--- config.mk ---
export PLATFORM = sky130hd
export DESIGN_NAME = beam_summer
export DESIGN_NICKNAME = d
export VERILOG_FILES = /design/src/rtl/beam_summer.sv
export SDC_FILE = /design/constraint.sdc
export NUM_CORES = 1
export LEC_CHECK = 0
export BUFFER_PORTS_ARGS = -buffer_cell sky130_fd_sc_hd__buf_2
export CAP_MARGIN = 20
export CORE_ASPECT_RATIO = 2
export CORE_MARGIN = 1
export CORE_UTILIZATION = 40
export CTS_CLUSTER_DIAMETER = 60
export DETAILED_ROUTE_END_ITERATION = 12
export MAX_ROUTING_LAYER = met4
export PLACE_DENSITY_LB_ADDON = 0.05
export RECOVER_POWER = 50
export SETUP_SLACK_MARGIN = 0.02
export SLEW_MARGIN = 20
export SYNTH_ARGS = -nofsm -noshare
export SYNTH_HDL_FRONTEND = slang
export SYNTH_SLANG_ARGS = --single-unit
--- constraint.sdc ---
create_clock -name clk -period 9.1 [get_ports clk]
set_input_delay 0.91 -clock clk [delete_from_list [all_inputs] [get_ports clk]]
set_output_delay 0.91 -clock clk [all_outputs]
set_load 0.1 [all_outputs]
--- src/rtl/beam_summer.sv ---
// ---------------------------------------------------------------------------
// beam_summer
//
// Delay-and-sum beamformer back end. On a sample_valid strobe the eight
// already-delayed microphone samples and the channel mask are captured. The
// selected channels are then summed one per cycle into a 22-bit signed
// accumulator. The scaled result is registered onto sum_data with a
// one-cycle sum_valid strobe. Capture to sum_valid takes 9 clock edges, so
// samples may arrive every 10 cycles. A strobe that arrives while a sum is in
// progress is dropped and latches the sticky overrun flag.
//
// Configuration macro:
//   BEAM_SUM_SAT_EN  defined   : sum_data = accumulator saturated to the
//                                19-bit signed range (gain 8)
//                    undefined : sum_data = accumulator >>> 3 (floor),
//                                i.e. the mean of 8 channels
//
// Ports:
//   clk                 in   single clock, rising edge
//   rst                 in   asynchronous reset, active low
//   sample_valid        in   one-cycle strobe, new samples on ch_data_*
//   ch_data_0..7 [18:0] in   signed delayed PCM per microphone
//   ch_mask      [7:0]  in   bit i = 1 includes channel i in the sum
//   sum_data     [18:0] out  signed beamformed sample, registered, held
//   sum_valid           out  one-cycle strobe qualifying sum_data
//   busy                out  high while accumulating or finishing
//   overrun             out  sticky: a sample_valid was dropped
// ---------------------------------------------------------------------------
module beam_summer #(
  parameter int DATA_W = 19,
  parameter int ACC_W  = 22
) (
  input  logic                     clk,
  input  logic                     rst,
  input  logic                     sample_valid,
  input  logic signed [DATA_W-1:0] ch_data_0,
  input  logic signed [DATA_W-1:0] ch_data_1,
  input  logic signed [DATA_W-1:0] ch_data_2,
  input  logic signed [DATA_W-1:0] ch_data_3,
  input  logic signed [DATA_W-1:0] ch_data_4,
  input  logic signed [DATA_W-1:0] ch_data_5,
  input  logic signed [DATA_W-1:0] ch_data_6,
  input  logic signed [DATA_W-1:0] ch_data_7,
  input  logic [7:0]               ch_mask,
  output logic signed [DATA_W-1:0] sum_data,
  output logic                     sum_valid,
  output logic                     busy,
  output logic                     overrun
);

  localparam logic [1:0] S_IDLE  = 2'd0;
  localparam logic [1:0] S_ACCUM = 2'd1;
  localparam logic [1:0] S_DONE  = 2'd2;

  logic [1:0]               state;
  logic [2:0]               idx;
  logic signed [DATA_W-1:0] ch_in [8];
  logic signed [DATA_W-1:0] ch_p0 [8];
  logic [7:0]               mask_p0;
  logic signed [ACC_W-1:0]  acc_p1;
  logic signed [ACC_W-1:0]  term_p1;
  logic                     capture;

`ifdef BEAM_SUM_SAT_EN
  localparam logic signed [ACC_W-1:0] SAT_MAX =
    ACC_W'((longint'(1) <<< (DATA_W-1)) - longint'(1));
  localparam logic signed [ACC_W-1:0] SAT_MIN =
    ACC_W'(-(longint'(1) <<< (DATA_W-1)));

  // Full-scale output (gain 8): clamp the accumulator to the output range.
  function automatic logic signed [DATA_W-1:0] scale_out(
    input logic signed [ACC_W-1:0] a
  );
    logic signed [ACC_W-1:0] c;
    if (a > SAT_MAX)      c = SAT_MAX;
    else if (a < SAT_MIN) c = SAT_MIN;
    else                  c = a;
    return c[DATA_W-1:0];
  endfunction
`else
  // Mean of eight: arithmetic shift floors toward minus infinity. The sum of
  // eight 19-bit values shifted by 3 always fits back into 19 bits.
  function automatic logic signed [DATA_W-1:0] scale_out(
    input logic signed [ACC_W-1:0] a
  );
    logic signed [ACC_W-1:0] s;
    s = a >>> 3;
    return s[DATA_W-1:0];
  endfunction
`endif

  assign ch_in[0] = ch_data_0;
  assign ch_in[1] = ch_data_1;
  assign ch_in[2] = ch_data_2;
  assign ch_in[3] = ch_data_3;
  assign ch_in[4] = ch_data_4;
  assign ch_in[5] = ch_data_5;
  assign ch_in[6] = ch_data_6;
  assign ch_in[7] = ch_data_7;

  assign capture = (state == S_IDLE) && sample_valid;
  assign busy    = (state == S_ACCUM) || (state == S_DONE);

  // Sign-extended channel selected by the walking index.
  assign term_p1 = {{(ACC_W-DATA_W){ch_p0[idx][DATA_W-1]}}, ch_p0[idx]};

  // ---- stage p0: sample capture (data only, no reset needed) ----
  always_ff @(posedge clk) begin
    if (capture) begin
      for (int i = 0; i < 8; i++) begin
        ch_p0[i] <= ch_in[i];
      end
    end
  end

  // ---- stage p1: serial accumulation, stage p2: scaled output ----
  always_ff @(posedge clk or negedge rst) begin
    if (!rst) begin
      state     <= S_IDLE;
      idx       <= 3'd0;
      mask_p0   <= 8'd0;
      acc_p1    <= '0;
      sum_data  <= '0;
      sum_valid <= 1'b0;
      overrun   <= 1'b0;
    end else begin
      sum_valid <= 1'b0;
      case (state)
        S_IDLE: begin
          if (sample_valid) begin
            mask_p0 <= ch_mask;
            acc_p1  <= '0;
            idx     <= 3'd0;
            state   <= S_ACCUM;
          end
        end
        S_ACCUM: begin
          if (mask_p0[idx]) begin
            acc_p1 <= acc_p1 + term_p1;
          end
          idx <= idx + 3'd1;
          if (idx == 3'd7) begin
            state <= S_DONE;
          end
        end
        S_DONE: begin
          sum_data  <= scale_out(acc_p1);
          sum_valid <= 1'b1;
          state     <= S_IDLE;
        end
        default: begin
          state <= S_IDLE;
        end
      endcase
      // A strobe while busy is dropped; the sum in progress is untouched.
      if (sample_valid && (state != S_IDLE)) begin
        overrun <= 1'b1;
      end
    end
  end

endmodule

Word-level counts from Yosys, hierarchy flattened
Memory sizes are Yosys's and may differ from the RTL's.
Index checks and enable logic that the tools add are counted.
- register bits after elaboration: 56
- RAM bits: 152
- output and inout port bits: 22
- memories: 1
- memory list (name ; words ; width ; read ports ; clocked after Yosys merged registers in ; write ports ; line ; text):
    ch_p0 ; 8 ; 19 ; 1 ; 0 ; 8 ; 58 ; logic signed [DATA_W-1:0] ch_p0 [8];
- add/sub/neg operators: 2
- order comparisons: 1
- eq/ne operators: 6
- multiplexer cells: 13
- reductions and logical operators: 10
- operators with widths (operator ; number):
    $mux W22 ; 2
    $pmux W22 S2 ; 1
    $add A22 B19 Y22 ; 1
    $pmux W3 S2 ; 1
    $reduce_and A2 Y1 ; 3
    $lt A3 B4 Y1 const B ; 1
    $mux W1 ; 4
    $mux W2 ; 2
    $ne A2 B1 Y1 const B ; 2
    $pmux W2 S2 ; 1
    $reduce_bool A2 Y1 ; 2
    $add A3 B1 Y3 const B ; 1
    $bmux W1 S3 ; 1
    $eq A3 B3 Y1 const B ; 1
    $mux W3 ; 1
    $reduce_and A3 Y1 ; 1
    $eq A2 B1 Y1 const B ; 1
    $eq A2 B2 Y1 const B ; 1
    $logic_and A1 B1 Y1 ; 2
    $logic_not A2 Y1 ; 1
    $ne A2 B2 Y1 const B ; 1
    $logic_or A1 B1 Y1 ; 1

Depth between registers and ports, before layout
Gate-level depths: netlist of the first run.
- depth after elaboration: 4
- depth in mapped cells: 15

Worst setup path after synthesis of the first run
OpenSTA, ideal clock, no wires.
- path kind: input port to flip-flop
- start: input port sample_valid
- end: memory ch_p0[0][0], enable pin
- setup time: 504 ps
- arrival time: 4075 ps
- data required time: 8596 ps
- path slack: 4520 ps
- cell stages on the path: 2
- buffers on the path: 0
- cells stage by stage: nand2_1 inv_1
- RTL lines (what ; line ; text):
    start, declared ; 35 ; input logic sample_valid,
    end, declared ; 58 ;

Final worst setup path of the first run
- start: register idx[0]
- end: register acc_p1[21]
- word-level cells in the longest chain between the ends: 4
- elaborated cells on any way between the ends: 8
- ends and longest elaborated chain (what ; line ; text):
    start, declared ; 56 ; logic [2:0] idx;
    start signal, assigned ; 141 ; idx <= idx + 3'd1;
    $mem_v2 Z8 W19 / $bmux W1 S3 (equally long branches) ; -- ;
    $add A22 B19 Y22 / $mux W1 (equally long branches) ; 139, 138 ;
    $mux W22 / $ne A2 B1 Y1 (equally long branches) ; -- ;
    $pmux W22 S2 / $reduce_and A3 Y1 (equally long branches) ; -- ;
    end signal, assigned ; 139 ; acc_p1 <= acc_p1 + term_p1;
    end, declared ; 60 ; logic signed [ACC_W-1:0] acc_p1;
Parallel ways exist; a longest one is shown, timed or not. The select of a mux whose other input is x is not followed.
A chain may end at the register's enable or synchronous reset.

==> flow_summary.yaml, run 1 <==
job:
  maxCapViolCount: 3
floorplan:
  coreArea_sq_mm: 0.0222
  die_y_microns: 215
  num_rows: 77
  fp.dieArea_sq_mm: 0.0233
  ios: 185
  initial_core_util: 0.410
  die_width_microns: 109
timing:
  setup_tns_ns: 0
  clock-skew-final_ns: 0.0135
  fmax_mhz: 175
  rsz0062_at_grt: "false"
  finalCritPeriodShare: 0.628
  slew_headroom: -1.08
  hold_viol_final: 0
  worstMarginPinSlew_ns: 3.11
  hold-worst-slack_ns: 0.451
  setup_viol: 0
  min_period_ns: 5.71
  finalMaxSlewViolations: 137
drt:
  drt_first_pass_iters: 7
  vias: 5389
  wire_per_inst_microns: 20.1
  drc: 0
  drt_iter0_drc: 229
  wirelength_microns: 20700
  ant_nets: 0
  routed_via_density: 5.23
yosys:
  synth_top_cells_by_area: "edfxtp_1 50%, dfrtp_1 15%, mux4_2 9.9%, mux2_2 5.5%, ha_1 3.6%"
  synth_common_cells: "152 x edfxtp_1, 56 x dfrtp_1, 44 x mux2_2"
  synth.avg_cell_area_sq_um: 16.4
  syn-cell-area_sq_mm: 0.00908
  synth_cell_types: 47
  ys_ff_latch: 208
  ys_seq_area_frac: 0.657
  netlist.area_leader.share: 0.503
  syn-num-nets: 742
  yosys_warnings: 0
  synth.most_common_cell: "edfxtp_1"
  synthFlopType: "edfxtp_1"
  yosysTopAreaCell: "edfxtp_1"
  synthCells: 552
  synth_edf_count: 152
  postSynth.asyncResetShare: 0.269
clock_network:
  h-tree-depth: 1
  cts_inserted_buffers: 20
  ctsResizeCount: 0
  cts.reportedPaths.clkPinSlew_ns: 0.07
  cts_root_buf: "clkbuf_16"
  post_cts_buffers: 0
  cts_tree: "done"
  ctsHoldBuffers: 0
  cts_buffer_depth: 3
  clock-sinks: 208
  clk_latency_ns: 0.50
grt:
  grt_usage: 0.190
  grt-ovfl-total: 0
  grt_pass1_wl_microns: 31900
  antenna_found_initial: 1
  grt_pass1_vias: 6058
  grt_max_degree: 88
cells_and_area:
  syn2layout_area_growth_pct: 19.9
  fill_cells: 1952
  multi_input_area_sq_mm: 0.00294
  final_nets: 930
  seq_area_sq_mm: 0.00597
  drive_above_1_share: 0.390
outcome:
  violations: "max-capacitance violations, max-slew violations"
  status: "complete, but fails checks"
worst_setup_path:
  critPathArrivalTime_ns: 6.09
  reg2reg_setup_slack_ns: 3.39
  critPathKind: "reg -> reg"
  critPathMaxFanout: 36
  crit_path_end_kind: "flop"
  worst_setup_path_start_kind: "flop"
  cp_data_required_time_ns: 9.48
placed_design:
  gp_congestion: 0.905
  io_buffer_count: 184
  dp_hpwl_microns: 15100
power_and_ir_drop:
  power.leakage_nw: 4.38
  pwr_density_cell_mw_per_mm2: 351
  peakVddDrop_v: 0.000211
hold_path:
  worstHoldPathType: "reg -> reg"
## flip-flops by register name (all words and copies together), names as in the netlist
| register | cells |
|---|---|
| acc_p1 | 22 |
| mask_p0 | 8 |
| state | 2 |
| overrun | 1 |
| idx | 3 |
| sum_data | 19 |
| ch_p0 | 152 |
| sum_valid | 1 |
## critical path, cell delays in order, from the launching register on
cell	delay, ns
dfrtp_2	0.51
clkbuf_1	2.09
mux4_2	0.73
mux2_2	0.29
ha_1	0.41
and2_1	0.23
a21oi_1	0.12
o311ai_1	0.48
o21ai_0	0.19
a31o_1	0.24
mux2_4	0.25
## cell type report
type,count,share of cell area
antenna,1,0.000230
clock buffer,24,0.0493
clock inverter,12,0.00978
inverter,11,0.00426
multi-input combinational,310,0.270
sequential,208,0.549
tap,276,0.0317
timing repair buffer,189,0.0856
## metrics by stage
stage          power, mW  instances  setup slack (ns)  utilization  cell area [sq um]
2_1_floorplan       2.65        552              4.52            -               9080
3_3_place_gp        2.99        994              4.97        0.463              10300
3_5_place_dp        3.02        994              4.96        0.463              10300
4_1_cts             3.85       1030              4.94        0.492              10900
5_1_grt             4.06       1031              2.59        0.491              10900
6_report            3.82       1031              3.39        0.491              10900
## cells in the final DEF (no fill, tap or decap), drive strengths merged, types with 4 or more instances in the layout
cell and n:
a21oi 27, nand4 6, edfxtp 152, mux2 45
clkinv 10, o311ai 6, xor2 7, mux4 40
o21ai 20, o31ai 6, o21a 7, mux2i 8
xnor2 6, nand3 4, ha 26, nand2 40
nor2 14, buf 173, a21o 11, dfrtp 56
clkbuf 40, inv 11, and3 6
## where the power goes
part | total [mW] | switching (mW) | internal, mW
Combinational | 1.64 | 1.01 | 0.630
Clock | 0.823 | 0.345 | 0.477
Sequential | 1.36 | 0.0902 | 1.27
Total | 3.82 | 1.44 | 2.38
## path summary, 6_finish.rpt
check,start,end,depth (start not counted)
setup / recovery,idx[0]$_DFFE_PN0P_,acc_p1[21]$_DFFE_PN0P_,10
hold / removal,overrun$_DFFE_PN0P_,overrun$_DFFE_PN0P_,1
setup reg to reg,idx[0]$_DFFE_PN0P_,acc_p1[21]$_DFFE_PN0P_,10
hold reg to reg,overrun$_DFFE_PN0P_,overrun$_DFFE_PN0P_,1
max in group asynchronous,rst,idx[0]$_DFFE_PN0P_,2
min in group asynchronous,rst,mask_p0[5]$_DFFE_PN0P_,2
## per-layer routing
layer | vias up | routed length, microns | GRT usage
met5 | - | 0 | -
met1 | 2635 | 7360 | 0.197
met3 | 39 | 902 | 0.0267
met2 | 178 | 11800 | 0.344
li1 | 2537 | - | -
met4 | 0 | 634 | 0.0869
## logic make-up (layout without fill, tap and decap cells)
family / count (synthesis) / after routing / synth area share
and+or+nand+nor: 87 / 87 / 0.0448
DFF: 208 / 208 / 0.657
xor gates and xnor gates: 13 / 13 / 0.0125
muxes: 93 / 93 / 0.164
other: 0 / 1 / 0
AOI/OAI and AO/OA: 90 / 90 / 0.0644
buffers and inverters: 34 / 236 / 0.0186
adders and majority gates: 27 / 27 / 0.0380
(Power assumes the default switching activity.)
==> inputs of run 2 (changes only) <==
--- a/config.mk
+++ b/config.mk
@@ -5,6 +5,7 @@
 export SDC_FILE = /design/constraint.sdc
 export NUM_CORES = 1
 export LEC_CHECK = 0
+export ABC_AREA = 1
 export BUFFER_PORTS_ARGS = -buffer_cell sky130_fd_sc_hd__buf_2
 export CAP_MARGIN = 20
 export CORE_ASPECT_RATIO = 2
==> constraint.sdc (replaced) <==
create_clock -name clk -period 4.8 [get_ports clk]
set_input_delay 0.48 -clock clk [delete_from_list [all_inputs] [get_ports clk]]
set_output_delay 0.48 -clock clk [all_outputs]
set_load 0.1 [all_outputs]
==> run 2 against run 1 <==
  * The flow still finishes with violations (max-capacitance violations, max-slew violations)
  * Clock-buffer cell count shrank 2
  * Clock power grew 87%
  * Sequential power grew 99%
  * Sequential share of layout area shrank 1.8 points
  * Combinational power grew 130%
  * Register-to-register slack lost 1.9 ns
  * Flip-flop and latch count is the same
  * Critical path depth grew 8
  * Maximum frequency grew 70%
  * Design area grew 3.3%
  * Critical path type unchanged
  * Critical endpoint is now acc_p1[14]$_DFFE_PN0P_
==> flow_summary.yaml, run 2 <==
yosys:
  syn-num-nets: 1115
  synth_edf_count: 152
  synth_cell_types: 40
  yosys_warnings: 0
  ys_seq_area_frac: 0.630
  synth.avg_cell_area_sq_um: 10.2
  synthFlopType: "edfxtp_1"
  synth_top_cells_by_area: "edfxtp_1 48%, dfrtp_1 15%, nand2_1 8.0%, nor2_1 6.4%, o21ai_0 4.4%"
  syn-cell-area_sq_mm: 0.00947
  ys_ff_latch: 208
  netlist.area_leader.share: 0.482
  yosysTopAreaCell: "edfxtp_1"
  synth_common_cells: "203 x nand2_1, 162 x nor2_1, 152 x edfxtp_1"
  synth.most_common_cell: "nand2_1"
  postSynth.asyncResetShare: 0.269
  synthCells: 925
placed_design:
  dp_hpwl_microns: 20000
  io_buffer_count: 184
  gp_congestion: 0.947
cells_and_area:
  fill_cells: 2265
  largest_register_ffs: 152
  layout_commonest_cell: "nand2_1"
  final_nets: 1295
  reg_top3: "ch_p0: 152 flops, acc_p1: 22 flops, sum_data: 19 flops"
  final_cell_mix: "203 x nand2_1, 162 x nor2_1, 160 x buf_2, 152 x edfxtp_1, 83 x o21ai_0"
  largest-register: "ch_p0"
  syn2layout_area_growth_pct: 18.6
  drive_above_1_share: 0.203
timing:
  finalCritPeriodShare: 0.699
  finalMaxSlewViolations: 57
  min_period_ns: 3.36
  fmax_mhz: 298
  setup_viol: 0
  slew_headroom: -1.15
  worstMarginPinSlew_ns: 3.23
  setup_tns_ns: 0
  hold_viol_final: 0
  clock-skew-final_ns: 0.0158
  rsz0062_at_grt: "false"
hold_path:
  min_from: "ch_data_4[18]"
  worstHoldPathType: "in -> reg"
worst_setup_path:
  endpoint: "acc_p1[14]$_DFFE_PN0P_"
  cpPeakStageDelay_ns: 0.52
  reg2reg_depth: 18
  path_cells: "inv_6 > o21ai_0 > o22ai_1 > nor2_1 > a31oi_1 > ha_1 > inv_1 > fa_1 > inv_1 > nand3_1 > nand3_1 > nand2_1 > nand2_1 > nand3_1 > nand2_1 > nand2_1 > nand3_1 > nand2_1"
  critPathKind: "reg -> reg"
  cp_data_required_time_ns: 5.19
  crit_path_end_kind: "flop"
  cp-startpoint: "idx[0]$_DFFE_PN0P_"
  r2r_end: "acc_p1[14]$_DFFE_PN0P_"
  critPathArrivalTime_ns: 3.75
  worst_path_most_repeated_cell: "nand2_1"
  reg2reg_from: "idx[0]$_DFFE_PN0P_"
  reg2reg_setup_slack_ns: 1.44
  critPathMaxFanout: 82
  critPathSlowestCell: "dfrtp_2"
  worst_setup_path_start_kind: "flop"
power_and_ir_drop:
  peakVddDrop_v: 0.000488
  power.leakage_nw: 4.85
  p_total_mw: 8.06
  pwr_density_cell_mw_per_mm2: 717
clock_network:
  cts_buffer_depth: 3
  h-tree-depth: 1
  cts_inserted_buffers: 20
  cts_tree: "done"
  clk_latency_ns: 0.51
  clock-sinks: 208
  ctsResizeCount: 0
  post_cts_buffers: 0
  cts_root_buf: "clkbuf_16"
  cts.reportedPaths.clkPinSlew_ns: 0.07
  ctsHoldBuffers: 0
outcome:
  status: "complete, but fails checks"
  violations: "max-capacitance violations, max-slew violations"
grt:
  grt-ovfl-total: 0
  grt_usage: 0.229
  antenna_found_initial: 2
  grt_max_degree: 113
  grt_pass1_vias: 7413
  grt_pass1_wl_microns: 39900
floorplan:
  ios: 185
  num_rows: 79
  die_y_microns: 220
  fp.dieArea_sq_mm: 0.0243
  initial_core_util: 0.408
  coreArea_sq_mm: 0.0232
  die_width_microns: 111
drt:
  vias: 7082
  routed_via_density: 5.05
  wire_per_inst_microns: 19.0
  drc: 0
  wirelength_microns: 26700
  ant_nets: 0
  drt_first_pass_iters: 5
  drt_iter0_drc: 396
job:
  maxCapViolCount: 1
-- run 2: routing by layer --
layer,track usage,routed length [microns],vias up,share of wire
met3,0.0300,998,83,0.037
met2,0.443,15000,221,0.56
li1,-,-,3515,-
met1,0.207,8840,3263,0.33
met4,0.146,1830,0,0.069
met5,-,0,-,0
-- run 2: final cells by class --
type | count | area [sq um] | share of cell area
clock inverter | 12 | 93.8 | 0.00835
antenna | 2 | 5.00 | 0.000445
multi-input combinational | 622 | 3090 | 0.275
sequential | 208 | 5970 | 0.531
inverter | 61 | 239 | 0.0213
tap | 283 | 354 | 0.0315
timing repair buffer | 192 | 960 | 0.0854
clock buffer | 22 | 529 | 0.0471
-- run 2: critical path: cells and delay by family (launching register included) --
family	cells	cell delay [ns]
and+or+nand+nor	10	0.98
adders and majority gates	2	0.61
buffers and inverters	3	0.59
AOI/OAI and AO/OA	3	0.54
DFF	1	0.52
-- run 2: logic make-up after synthesis --
kind of cell,share of synthesized area
AOI/OAI and AO/OA,0.0868
xor gates and xnor gates,0.00277
adders and majority gates,0.0365
buffers and inverters,0.0441
DFF,0.630
muxes,0.0190
and+or+nand+nor,0.181
-- run 2: how the worst min path moves through the flow --
stage	to	cells after the start
6_report	ch_p0[4][18]$_DFFE_PP_	1
2_1_floorplan	acc_p1[0]$_DFFE_PN0P_	0
5_1_grt	ch_p0[4][18]$_DFFE_PP_	1
3_3_place_gp	overrun$_DFFE_PN0P_	1
3_5_place_dp	overrun$_DFFE_PN0P_	1
4_1_cts	ch_p0[4][18]$_DFFE_PP_	1
-- run 2: power breakdown --
part	total, mW	switching, mW	leakage (nW)	internal (mW)
Combinational	3.81	2.73	2.41	1.08
Sequential	2.70	0.232	2.13	2.47
Clock	1.54	0.687	0.303	0.852
-- run 2: per-stage QoR --
step / setup slack (ns) / instances / hold slack (ns) / util / instance area [sq um]
2_1_floorplan: 1.67 / 925 / 0.184 / - / 9470
3_3_place_gp: 1.41 / 1366 / 0.455 / 0.458 / 10600
3_5_place_dp: 1.43 / 1366 / 0.469 / 0.458 / 10600
4_1_cts: 1.40 / 1400 / 0.114 / 0.485 / 11300
5_1_grt: 0.882 / 1402 / 0.119 / 0.484 / 11200
6_report: 1.44 / 1402 / 0.138 / 0.484 / 11200
==> inputs of run 3 (changes only) <==
==> constraint.sdc (replaced) <==
create_clock -name clk -period 2.9 [get_ports clk]
set_input_delay 0.29 -clock clk [delete_from_list [all_inputs] [get_ports clk]]
set_output_delay 0.29 -clock clk [all_outputs]
set_load 0.1 [all_outputs]
==> run 3 against run 2 <==
  * The run still ends with max-capacitance violations, max-slew violations left
  * Non-clock buffer count is 221 higher
  * Highest routed layer unchanged
  * First-iteration DRC count fell by 10%
  * Critical endpoint is now acc_p1[18]$_DFFE_PN0P_
  * Largest cell class unchanged
  * Maximum frequency up 20%
==> flow_summary.yaml, run 3 (synthesis results as in run 2) <==
drt:
  drt-met1-wl_microns: 10600
  wire_per_inst_microns: 19.3
  ant_nets: 0
  route.met2.wl_microns: 18100
  routed_via_density: 5.03
  dr_wl_met3_microns: 1040
  drt_first_pass_iters: 4
  drt_iter0_drc: 356
  wirelength_microns: 31400
  top_layer: "met4"
  drc: 0
  vias: 8178
cells_and_area:
  syn2layout_area_growth_pct: 49.3
  final_nets: 1519
  final_util: 0.609
  stdcell_area_sq_mm: 0.0141
  final_cell_mix: "177 x nand2_1, 160 x dlygate4sd3_1, 152 x edfxtp_1, 149 x buf_2, 142 x nor2_1"
  layout_commonest_cell: "nand2_1"
  fill_cells: 1936
  antenna_cells: 0
  reg_top3: "ch_p0: 152 flops, acc_p1: 22 flops, sum_data: 19 flops"
  largest_register_ffs: 152
  multi_input_area_sq_mm: 0.00361
  drive_above_1_share: 0.283
  largest-register: "ch_p0"
  seq_area_sq_mm: 0.00597
hold_path:
  hold_depth: 2
  min_from: "sample_valid"
  holdPathEnd: "overrun$_DFFE_PN0P_"
  worstHoldPathType: "in -> reg"
worst_setup_path:
  critPathArrivalTime_ns: 3.19
  crit_path_end_kind: "flop"
  reg2reg_setup_slack_ns: 0.11
  cp_data_required_time_ns: 3.31
  critPathMaxFanout: 13
  worst_setup_path_start_kind: "flop"
  reg2reg_depth: 17
  critPathKind: "reg -> reg"
  r2r_end: "acc_p1[18]$_DFFE_PN0P_"
  reg2reg_from: "idx[0]$_DFFE_PN0P_"
timing:
  clock-skew-final_ns: 0.0138
  hold_viol_final: 0
  finalMaxSlewViolations: 27
  slew_headroom: -0.101
  setup_tns_ns: 0
  finalCritPeriodShare: 0.961
  rsz0062_at_grt: "true"
  fmax_mhz: 359
  worstMarginPinSlew_ns: 1.65
  setup_viol: 0
  min_period_ns: 2.79
  hold-worst-slack_ns: 0.0422
floorplan:
  initial_core_util: 0.408
  num_rows: 79
  ios: 185
  die_y_microns: 220
  fp.dieArea_sq_mm: 0.0243
  coreArea_sq_mm: 0.0232
  die_width_microns: 111
grt:
  grt_usage: 0.251
  antenna_found_initial: 0
  grt_pass1_wl_microns: 44500
  grt_max_degree: 71
  grt_pass1_vias: 8237
  grt-ovfl-total: 0
outcome:
  violations: "max-capacitance violations, max-slew violations"
  status: "complete, but fails checks"
clock_network:
  clock-sinks: 208
  h-tree-depth: 1
  cts_root_buf: "clkbuf_16"
  cts_tree: "done"
  clk_latency_ns: 0.52
  cts.reportedPaths.clkPinSlew_ns: 0.07
  cts_buffer_depth: 3
  cts_inserted_buffers: 21
placed_design:
  gp_congestion: 0.855
  io_buffer_count: 184
  dp_hpwl_microns: 20400
  placedInstanceArea_sq_mm: 0.0110
power_and_ir_drop:
  peakVddDrop_v: 0.00101
  seqPwrFrac: 0.281
  clkPwrFrac: 0.160
  p_sw_frac: 0.440
  pwr_density_cell_mw_per_mm2: 1130
  p_comb_frac: 0.558
  p_total_mw: 16.0
  power.leakage_nw: 5.97
  p_int_mw: 8.94
  p_sw_mw: 7.02
job:
  maxCapViolCount: 1
run 3: through the flow:
step | cells | worst slack [ns]
finish | 1627 | 0.112
global route | 1627 | -0.0470
CTS | 1597 | 0.0150
detailed placement | 1397 | -0.0467
global placement | 1397 | -0.0422
floorplan | 925 | 0.268
run 3: timing repair:
item | 4_1_cts | 5_1_grt
endpoints found under the setup margin | 8 | 18
cloned | 1 | 10
pin swaps | 0 | 48
setup buffers | 1 | 20
hold buffers | 160 | 0
endpoints found under the hold margin | 183 | 0
resized for setup | 9 | 143
run 3: power by group through the flow:
stage                     registers [mW]  logic, mW  clock network, mW
after floorplan                     5.19       3.97                  0
after global placement              4.52       6.94                  0
after detailed placement            4.52       6.97                  0
after CTS                           4.47       7.28               2.63
after global routing                4.56       9.67               2.73
final                               4.49       8.91               2.56
run 3: how the worst max path moves through the flow:
stage,startpoint,endpoint,slack (ns),depth (start not counted)
CTS,idx[0]$_DFFE_PN0P_,acc_p1[18]$_DFFE_PN0P_,0.01,15
floorplan,idx[0]$_DFFE_PN0P_,acc_p1[16]$_DFFE_PN0P_,0.27,21
detailed placement,idx[0]$_DFFE_PN0P_,acc_p1[21]$_DFFE_PN0P_,-0.05,15
finish,idx[0]$_DFFE_PN0P_,acc_p1[18]$_DFFE_PN0P_,0.11,17
global route,idx[0]$_DFFE_PN0P_,acc_p1[18]$_DFFE_PN0P_,-0.05,17
global placement,idx[0]$_DFFE_PN0P_,acc_p1[21]$_DFFE_PN0P_,-0.04,15
run 3: per-layer routing:
| metal | up-vias | GRT usage |
|---|---|---|
| li1 | 3971 | - |
| met1 | 3911 | 0.245 |
| met2 | 221 | 0.484 |
| met3 | 75 | 0.0267 |
| met4 | 0 | 0.127 |
| met5 | - | - |
run 3: critical path, cell delays in order, from the launching register on:
cell	delay [ns]
dfrtp_4	0.50
buf_8	0.16
buf_12	0.13
clkbuf_16	0.17
nor2_1	0.12
o22ai_1	0.12
nor2_1	0.10
a31oi_1	0.05
buf_4	0.17
ha_4	0.30
nand2_1	0.10
buf_4	0.16
nor4_4	0.23
nand2_1	0.11
nand2_1	0.08
nand2_1	0.05
nand3_1	0.06
nand2_1	0.05
run 3: final cells by class:
type	count	area share
repair buffers	413	0.233
multi-input cells	622	0.255
well taps	283	0.0250
flip-flops and latches	208	0.422
repair inverters	2	0.00177
clock inverters	9	0.00434
clock buffers	29	0.0403
inverters	61	0.0176
